File: config.mk
export PLATFORM = sky130hd
export DESIGN_NAME = regs_sweep
export DESIGN_NICKNAME = d
export VERILOG_FILES = /design/src/rtl/regs_pkg.sv /design/src/rtl/regs_clear_fsm.sv /design/src/rtl/regs_sweep.sv
export SDC_FILE = /design/constraint.sdc
export NUM_CORES = 1
export LEC_CHECK = 0
export CORE_MARGIN = 3
export CORE_UTILIZATION = 50
export CTS_BUF_LIST = sky130_fd_sc_hd__clkbuf_8
export CTS_CLUSTER_DIAMETER = 200
export DETAILED_ROUTE_END_ITERATION = 6
export GPL_TIMING_DRIVEN = 0
export HOLD_SLACK_MARGIN = 0.05
export PLACE_DENSITY_LB_ADDON = 0.08
export SLEW_MARGIN = 20
export SYNTH_ARGS = -nofsm -noshare
export SYNTH_HDL_FRONTEND = slang
export SYNTH_SLANG_ARGS = --single-unit
File: constraint.sdc
create_clock -name clk -period 2.1 [get_ports clk]
set_clock_uncertainty 0.15 [all_clocks]
set_input_delay 0.21 -clock clk [delete_from_list [all_inputs] [get_ports clk]]
set_output_delay 0.21 -clock clk [all_outputs]
set_load 0.02 [all_outputs]
File: src/rtl/regs_pkg.sv
// Shared types and helpers for the sweeping register file.
package regs_pkg;

    typedef enum logic {CLEAR, READY} rf_state_t;

    // Number of registers addressed by an aw-bit address.
    function automatic int depth(input int aw);
        return 1 << aw;
    endfunction

endpackage

File: src/rtl/regs_clear_fsm.sv
// Clear-sweep controller: walks ptr over every register after reset or a clr request.
//
// state | meaning
// CLEAR | sweeping; gpr[ptr] is zeroed each cycle, core stalled
// READY | normal operation; writes accepted
module regs_clear_fsm
    import regs_pkg::*;
#(
    parameter int AW = 5
) (
    input  logic          clk,
    input  logic          reset,
    input  logic          clr,
    output logic          busy,
    output logic [AW-1:0] ptr,
    output logic          clr_we
);

    localparam logic [AW-1:0] LAST = AW'(depth(AW) - 1);

    rf_state_t     state, state_nxt;
    logic [AW-1:0] ptr_nxt;

    // State and pointer registers; reset restarts a full sweep from register 0.
    always_ff @(posedge clk) begin
        if (reset) begin
            state <= CLEAR;
            ptr   <= '0;
        end else begin
            state <= state_nxt;
            ptr   <= ptr_nxt;
        end
    end

    // Next-state logic; clr is only honoured once the current sweep has finished.
    always_comb begin
        state_nxt = state;
        ptr_nxt   = ptr;
        busy      = (state == CLEAR);
        clr_we    = 1'b0;
        case (state)
            CLEAR: begin
                clr_we  = 1'b1;
                ptr_nxt = ptr + AW'(1);
                if (ptr == LAST) begin
                    state_nxt = READY;
                end
            end
            READY: begin
                if (clr) begin
                    state_nxt = CLEAR;
                    ptr_nxt   = '0;
                end
            end
            default: begin
                state_nxt = CLEAR;
                ptr_nxt   = '0;
            end
        endcase
    end

endmodule

File: src/rtl/regs_sweep.sv
// General-purpose register file with two read ports, one write port,
// optional hardwired %0, write-to-read bypass and a hardware clear sweep.
module regs_sweep
    import regs_pkg::*;
#(
    parameter int n       = 8,
    parameter int AW      = 5,
    parameter bit ZERO_R0 = 1'b1,
    parameter bit BYPASS  = 1'b1
) (
    input  logic          clk,
    input  logic          reset,
    input  logic          w,
    input  logic [AW-1:0] Waddr,
    input  logic [n-1:0]  Wdata,
    input  logic [AW-1:0] Raddr1,
    input  logic [AW-1:0] Raddr2,
    input  logic          clr,
    output logic [n-1:0]  Rdata1,
    output logic [n-1:0]  Rdata2,
    output logic          busy,
    output logic          werr
);

    localparam int DEPTH = depth(AW);

    logic [n-1:0]  gpr [DEPTH];
    logic [AW-1:0] ptr;
    logic          clr_we;
    logic          w_hits_r0;
    logic          w_drop;
    logic          w_ok;
    logic          we_m;
    logic [AW-1:0] wa_m;
    logic [n-1:0]  wd_m;

    regs_clear_fsm #(.AW(AW)) u_fsm (
        .clk    (clk),
        .reset  (reset),
        .clr    (clr),
        .busy   (busy),
        .ptr    (ptr),
        .clr_we (clr_we)
    );

    // A write to a hardwired %0 is silently ignored; only writes lost to the
    // sweep (running or just requested) count as dropped.
    assign w_hits_r0 = ZERO_R0 && (Waddr == '0);
    assign w_drop    = w && (busy || clr);
    assign w_ok      = w && !busy && !clr && !w_hits_r0;

    // Single write port shared between the sweep and the core.
    always_comb begin
        we_m = w_ok;
        wa_m = Waddr;
        wd_m = Wdata;
        if (clr_we) begin
            we_m = 1'b1;
            wa_m = ptr;
            wd_m = '0;
        end
    end

    // Register array; reset blocks the port so nothing changes on the reset edge.
    always_ff @(posedge clk) begin
        if (!reset && we_m) begin
            gpr[wa_m] <= wd_m;
        end
    end

    // Dropped-write flag, valid for the cycle after the drop.
    always_ff @(posedge clk) begin
        if (reset) begin
            werr <= 1'b0;
        end else begin
            werr <= w_drop;
        end
    end

    function automatic logic [n-1:0] read_port(input logic [AW-1:0] a);
        if (busy) begin
            return '0;
        end else if (ZERO_R0 && (a == '0)) begin
            return '0;
        end else if (BYPASS && w_ok && (Waddr == a)) begin
            return Wdata;
        end else begin
            return gpr[a];
        end
    endfunction

    assign Rdata1 = read_port(Raddr1);
    assign Rdata2 = read_port(Raddr2);

endmodule
======== Yosys cells after proc, flatten, opt, wreduce, memory -nomap -nowiden ========
Memories as Yosys holds them, arrays and structs flattened.
Index checks and enable logic that the tools add are counted.
storage, ports and cells
  flip-flop bits (word level) ............. 7
  memory bits (writable) .................. 256
  output and inout bits ................... 18
  word-level logic and storage cells ...... 40
  memories ................................ 1
cells by class
  add/subtract/negate cells ............... 1
  equal/unequal tests ..................... 4
  multiplexer cells ....................... 16
  bitwise gates (word level) .............. 1
  reduce and logical (&&, ||, !) cells .... 14
memory list
  name  depth  bits a word  read ports  clocked after memory_dff  write ports  line              source
  gpr   32     8            2           0                         1            regs_sweep.sv:27  logic [n-1:0] gpr [DEPTH];
operators with widths
  cell                                           count
  2-to-1 mux 8 bit                               7
  logical NOT 5 bit                              3
  == test 5 bit                                  2
  2-to-1 mux 5 bit                               2
  one-hot mux 5 bit (2 select lines)             1
  logical AND 1 bit                              7
  adder 5 x 1 -> 5 bit (second input constant)   1
  == test 5 bit (second input constant)          1
  2-to-1 mux 1 bit                               5
  logical NOT 1 bit                              3
  inequality test 2 bit (second input constant)  1
  one-hot mux 1 bit (2 select lines)             1
  logical OR 1 bit                               1
  inverter 1 bit                                 1

======== Longest topological paths before layout ========
  word-level depth ........................ 7
  gate-level depth with buffers ........... 9
  depth with buffers taken out ............ 5

======== By module ========
Synthesis repeated with hierarchy kept, for this count alone.
unflattened totals
  cells, all modules ...................... 775
  area total of the unflattened synthesis .. 12996.2 sq um
modules (own cells, without submodules)
  module          times used  cells each  area an instance (sq um)
  regs_sweep      1           741         12695.9
  regs_clear_fsm  1           34          300.3

======== Least setup slack after synthesis ========
Ideal clock, no wire load.
  kind .................................... reg2reg
  from .................................... register u_fsm.state
  to ...................................... memory gpr[0][0], enable pin
  setup time .............................. 0.370 ns
  data arrival time ....................... 1.703 ns
  data required time ...................... 1.580 ns
  slack ................................... -0.124 ns
  stages on the path, launching flop included .. 7
  path buffers ............................ 2
  clock period less this slack ............ 2.224 ns
  path through ............................ dfxtp_1 -> buf_2 -> inv_1 -> clkbuf_1 -> o31ai_1 -> nand2_1 -> nor2_1
between the ends
  cells in the longest elaborated chain, start to end .. 7
  elaborated cells between the ends (all ways) .. 8
  classes of those cells .................. mux (4); reduce/logical (4)
ends and longest elaborated chain
  element                                 line                  source
  from (decl)                             regs_clear_fsm.sv:21  rf_state_t state, state_nxt;
  from (signal assigned)                  regs_clear_fsm.sv:30  state <= state_nxt;
  logical AND 1 bit (3 in series)         regs_sweep.sv:50      assign w_ok = w && !busy && !clr && !w_hits_r0;
  2-to-1 mux 1 bit                        regs_sweep.sv:57      if (clr_we) begin
  logical AND 1 bit                       regs_sweep.sv:66      if (!reset && we_m) begin
  2-to-1 mux 1 bit                        regs_sweep.sv:66
  2-to-1 mux 1 bit (not written as such)  regs_sweep.sv:67      gpr[wa_m] <= wd_m;
  to (decl)                               regs_sweep.sv:27
Parallel ways exist; a longest one is shown, timed or not.

======== Final worst setup path ========
  from .................................... register u_fsm.state
  to ...................................... output port Rdata2[7]
between the ends
  cells in the longest elaborated chain, start to end .. 7
ends and longest elaborated chain
  element                          line              source
  logical AND 1 bit (3 in series)  regs_sweep.sv:50
  logical AND 1 bit                regs_sweep.sv:85  end else if (BYPASS && w_ok && (Waddr == a)) begin
  2-to-1 mux 8 bit                 regs_sweep.sv:85
  2-to-1 mux 8 bit                 regs_sweep.sv:83  end else if (ZERO_R0 && (a == '0)) begin
  2-to-1 mux 8 bit (*)             regs_sweep.sv:81  if (busy) begin
  to (decl)                        regs_sweep.sv:20  output logic [n-1:0] Rdata2,
Mark *: on every way between the ends. The rest lies on a longest branch, timed or not.

==> metrics.txt <==
status complete, but fails checks; failing checks negative setup slack; largest net degree at the start of global routing 33; commonest non-fill, non-tap cell in the layout edfxtp_1; initial antenna violation count 0; Post-Synthesis Cells 896; max cap viols 0; Synth cell types 61; CTS root buf clkbuf_8; Worst Hold Depth 2; GRT overflow 0; Post-synth EDFFs between 200 and 300; Multi-input gate area between 5000 and 6000 µm²; commonest non-fill, non-tap cells in the layout 256 x edfxtp_1, 114 x mux2i_1, 60 x mux4_2; setup tns final -83.88 ns; initial detailed-routing violation count 1456; max incr delay on CP 0.44 ns; vias in the first global route 9257; RR Startpoint u_fsm.state; HP Start w; WP data arrival 2.46 ns; post-route setup slack -0.718 ns; Clock Pin Slew Worst Setup and Hold Paths 0.07 ns; Post-Syn Area approximately 13000 µm²; area grow syn2layout 22.4%; Warnings, synthesis 0; crit-path cells and3b_2, o211ai_4, buf_6, buf_6, o21ai_4, buf_12, nor3_2, a2111o_1, buf_6; Worst-Skew Late Latency 0.55 ns; Synth Area in Simple Gates 0.0654; cell area after layout 16200 µm²; crit path time final 2.82 ns; worst reg2reg path depth 5; Num CTS Buffers 44; sink of the worst hold path werr; Buf+Inv Stages, Crit Path 4; Slew Limit Fails 0; largest family of logic cells by synthesized area multiplexers; Seq/Total Area, Yosys 0.591; Port Buf Inserts 36; WP data required between 1.5 and 2 ns; Max Buffers Root-to-Sink 3; io pins 45; Final nets 1054; Fin. Hold Viols 0; first drt pass iteration count 6; Max VDD drop 438 µV; die area 28500 µm²; area post-placement approximately 14000 µm²; Tcrit/Tclk final 1.34; WS Path Type reg2out; # rows between 50 and 60; Vias per Instance slightly below 7; syn_nets 925; core footprint 25600 µm²; post-synthesis compound-gate area fraction 0.101; most used cell, CP buf_6; # setup viols final 273; register area 7830 µm²; Slowest cell on crit path a2111o_1; fillcell total 1881; Worst Path Max Fanout 7; flops & latches, synth 263; average size of a mapped cell 14.8 µm²; # clock sinks around 260; Max Clk Rate 355 MHz; Initial Util 0.517; relative slew slack 0.466; Worst Max-Slew Pin Slew 0.801 ns; wire per inst 31.5 µm; Primary FF master, synth edfxtp_1; TritonCTS clock tree yes; crit start category flip-flop; Worst Hold Class in2reg; r2r endpoint gpr[11][0]; H-tree Lvls 2; routability cong. 0.970; Post-Synth XOR/XNOR Area 0.00728; Die H 169 µm; first-pass GRT wire length 63100 µm; Final Routed Wirelength 43800 µm; Antenna Nets Post-Route 0; Leak 5.84 nW; Adder-Cell Fraction of Synth Area 0.00189; Power Density 678 nW/µm²; share of cells above drive strength 1 0.342; Remaining DRCs 0; Vias between 9000 and 10000; flop2flop setup slack -0.57 ns; Die Wd 169 µm; RSZ-0062 raised after global routing yes; DP HPWL between 20000 and 30000 µm; CP Capture Type output port; mux share of post-synthesis cell area 0.202; gr usage total 0.306; Top delay family on crit path compound AO/OA/AOI/OAI gates; share of synthesized registers carrying an async set or reset 0
[final cells by class]
| cell class | instances | share of cell area |
|---|---|---|
| clock buffers | 45 | 0.0382 |
| inverters | 8 | 0.00216 |
| clock inverters | 33 | 0.00973 |
| plain buffers | 62 | 0.0270 |
| multi-input cells | 560 | 0.350 |
| diodes | 1 | 0.000154 |
| well taps | 330 | 0.0255 |
| repair buffers | 86 | 0.0639 |
| flip-flops and latches | 263 | 0.483 |
[worst register-to-register path: cells and delay by family, from the launching register on]
kind / cells / cell delay, ns
AND/OR/NAND/NOR: 2 / 0.81
multiplexers: 1 / 0.54
buffers and inverters: 2 / 0.49
flip-flops: 1 / 0.32
[registers in the layout, summed over array words and instances, names as in the netlist]
signal / count
u_fsm.state: 1
u_fsm.ptr: 5
werr: 1
gpr: 256
[per-layer routing]
metal	GRT usage	wire length (µm)	up-vias
li1	-	-	3938
met1	0.451	17500	4730
met2	0.439	18700	663
met3	0.0789	5490	107
met4	0.122	2030	0
met5	0	0	-
[where the power goes]
part	total (W)	switching [W]	internal, W
Clock	0.00412	0.00201	0.00210
Sequential	0.00573	0.0000198	0.00571
Combinational	0.00114	0.000711	0.000424
[worst max-delay path by stage]
stage / start / end / slack, ns / cells past startpoint
after detailed placement: Raddr2[2] / Rdata2[0] / -1.70 / 9
after global routing: u_fsm.state / Rdata2[7] / -0.76 / 9
final: u_fsm.state / Rdata2[7] / -0.72 / 9
after floorplan: u_fsm.state / gpr[0][0] / -0.12 / 6
after global placement: Raddr2[2] / Rdata2[0] / -1.70 / 9
after CTS: u_fsm.state / Rdata2[5] / -0.71 / 10
[kinds of logic after synthesis]
kind of cell    Yosys count
flops                   263
mux                     190
simple gates            181
compound gates          175
buf+inv                  74
xor+xnor                 11
fa+ha+maj                 2
[Yosys cell counts, drive strengths merged, types with 2 or more instances]
library cell    n  share of area
clkbuf         22         0.0062
a21oi          25         0.0095
o221a           2         0.0017
a32o            3         0.0023
ha              2         0.0019
or2             3         0.0014
edfxtp        256           0.58
nand2b          8         0.0038
mux2i         116          0.088
buf            44          0.022
nor2           77          0.022
a2111o          6         0.0051
o22ai          30          0.014
nand2          28         0.0079
dfxtp           7          0.011
o211ai         10         0.0078
a211o           2         0.0013
nand3           8         0.0030
a22o            7         0.0046
nor3b           3         0.0017
mux4           60           0.10
xnor2          10         0.0066
a221o           5         0.0038
nor4           12         0.0061
and3            2        0.00095
inv             7         0.0020
nor3           24         0.0091
and2            8         0.0038
o221ai         34          0.022
a211oi          3         0.0017
nor2b           2        0.00095
a31oi           2        0.00095
a221oi          7         0.0046
mux2           14          0.012
o21ai          25          0.011
o31ai           7         0.0040
and3b           2         0.0014
[what timing repair did]
action / 4_1_cts / 5_1_grt
pin swaps: 45 / 17
gates cloned: 1 / 0
setup endpoints to repair: 529 / 273
hold buffers: 1 / 0
endpoints found under the hold margin: 7 / 0
buffers inserted: 44 / 5
gates resized for setup: 282 / 29
[through the flow]
stage,hold WS (ns),setup slack (ns),util,cells,power [W]
floorplan,0.227,-0.124,-,896,0.00644
global placement,0.428,-1.70,0.547,1262,0.00679
detailed placement,0.433,-1.70,0.547,1262,0.00679
CTS,0.0980,-0.705,0.627,1383,0.0110
global route,0.129,-0.758,0.633,1387,0.0113
finish,0.115,-0.718,0.633,1388,0.0110
No activity file was read; power rests on OpenSTA's default activity.
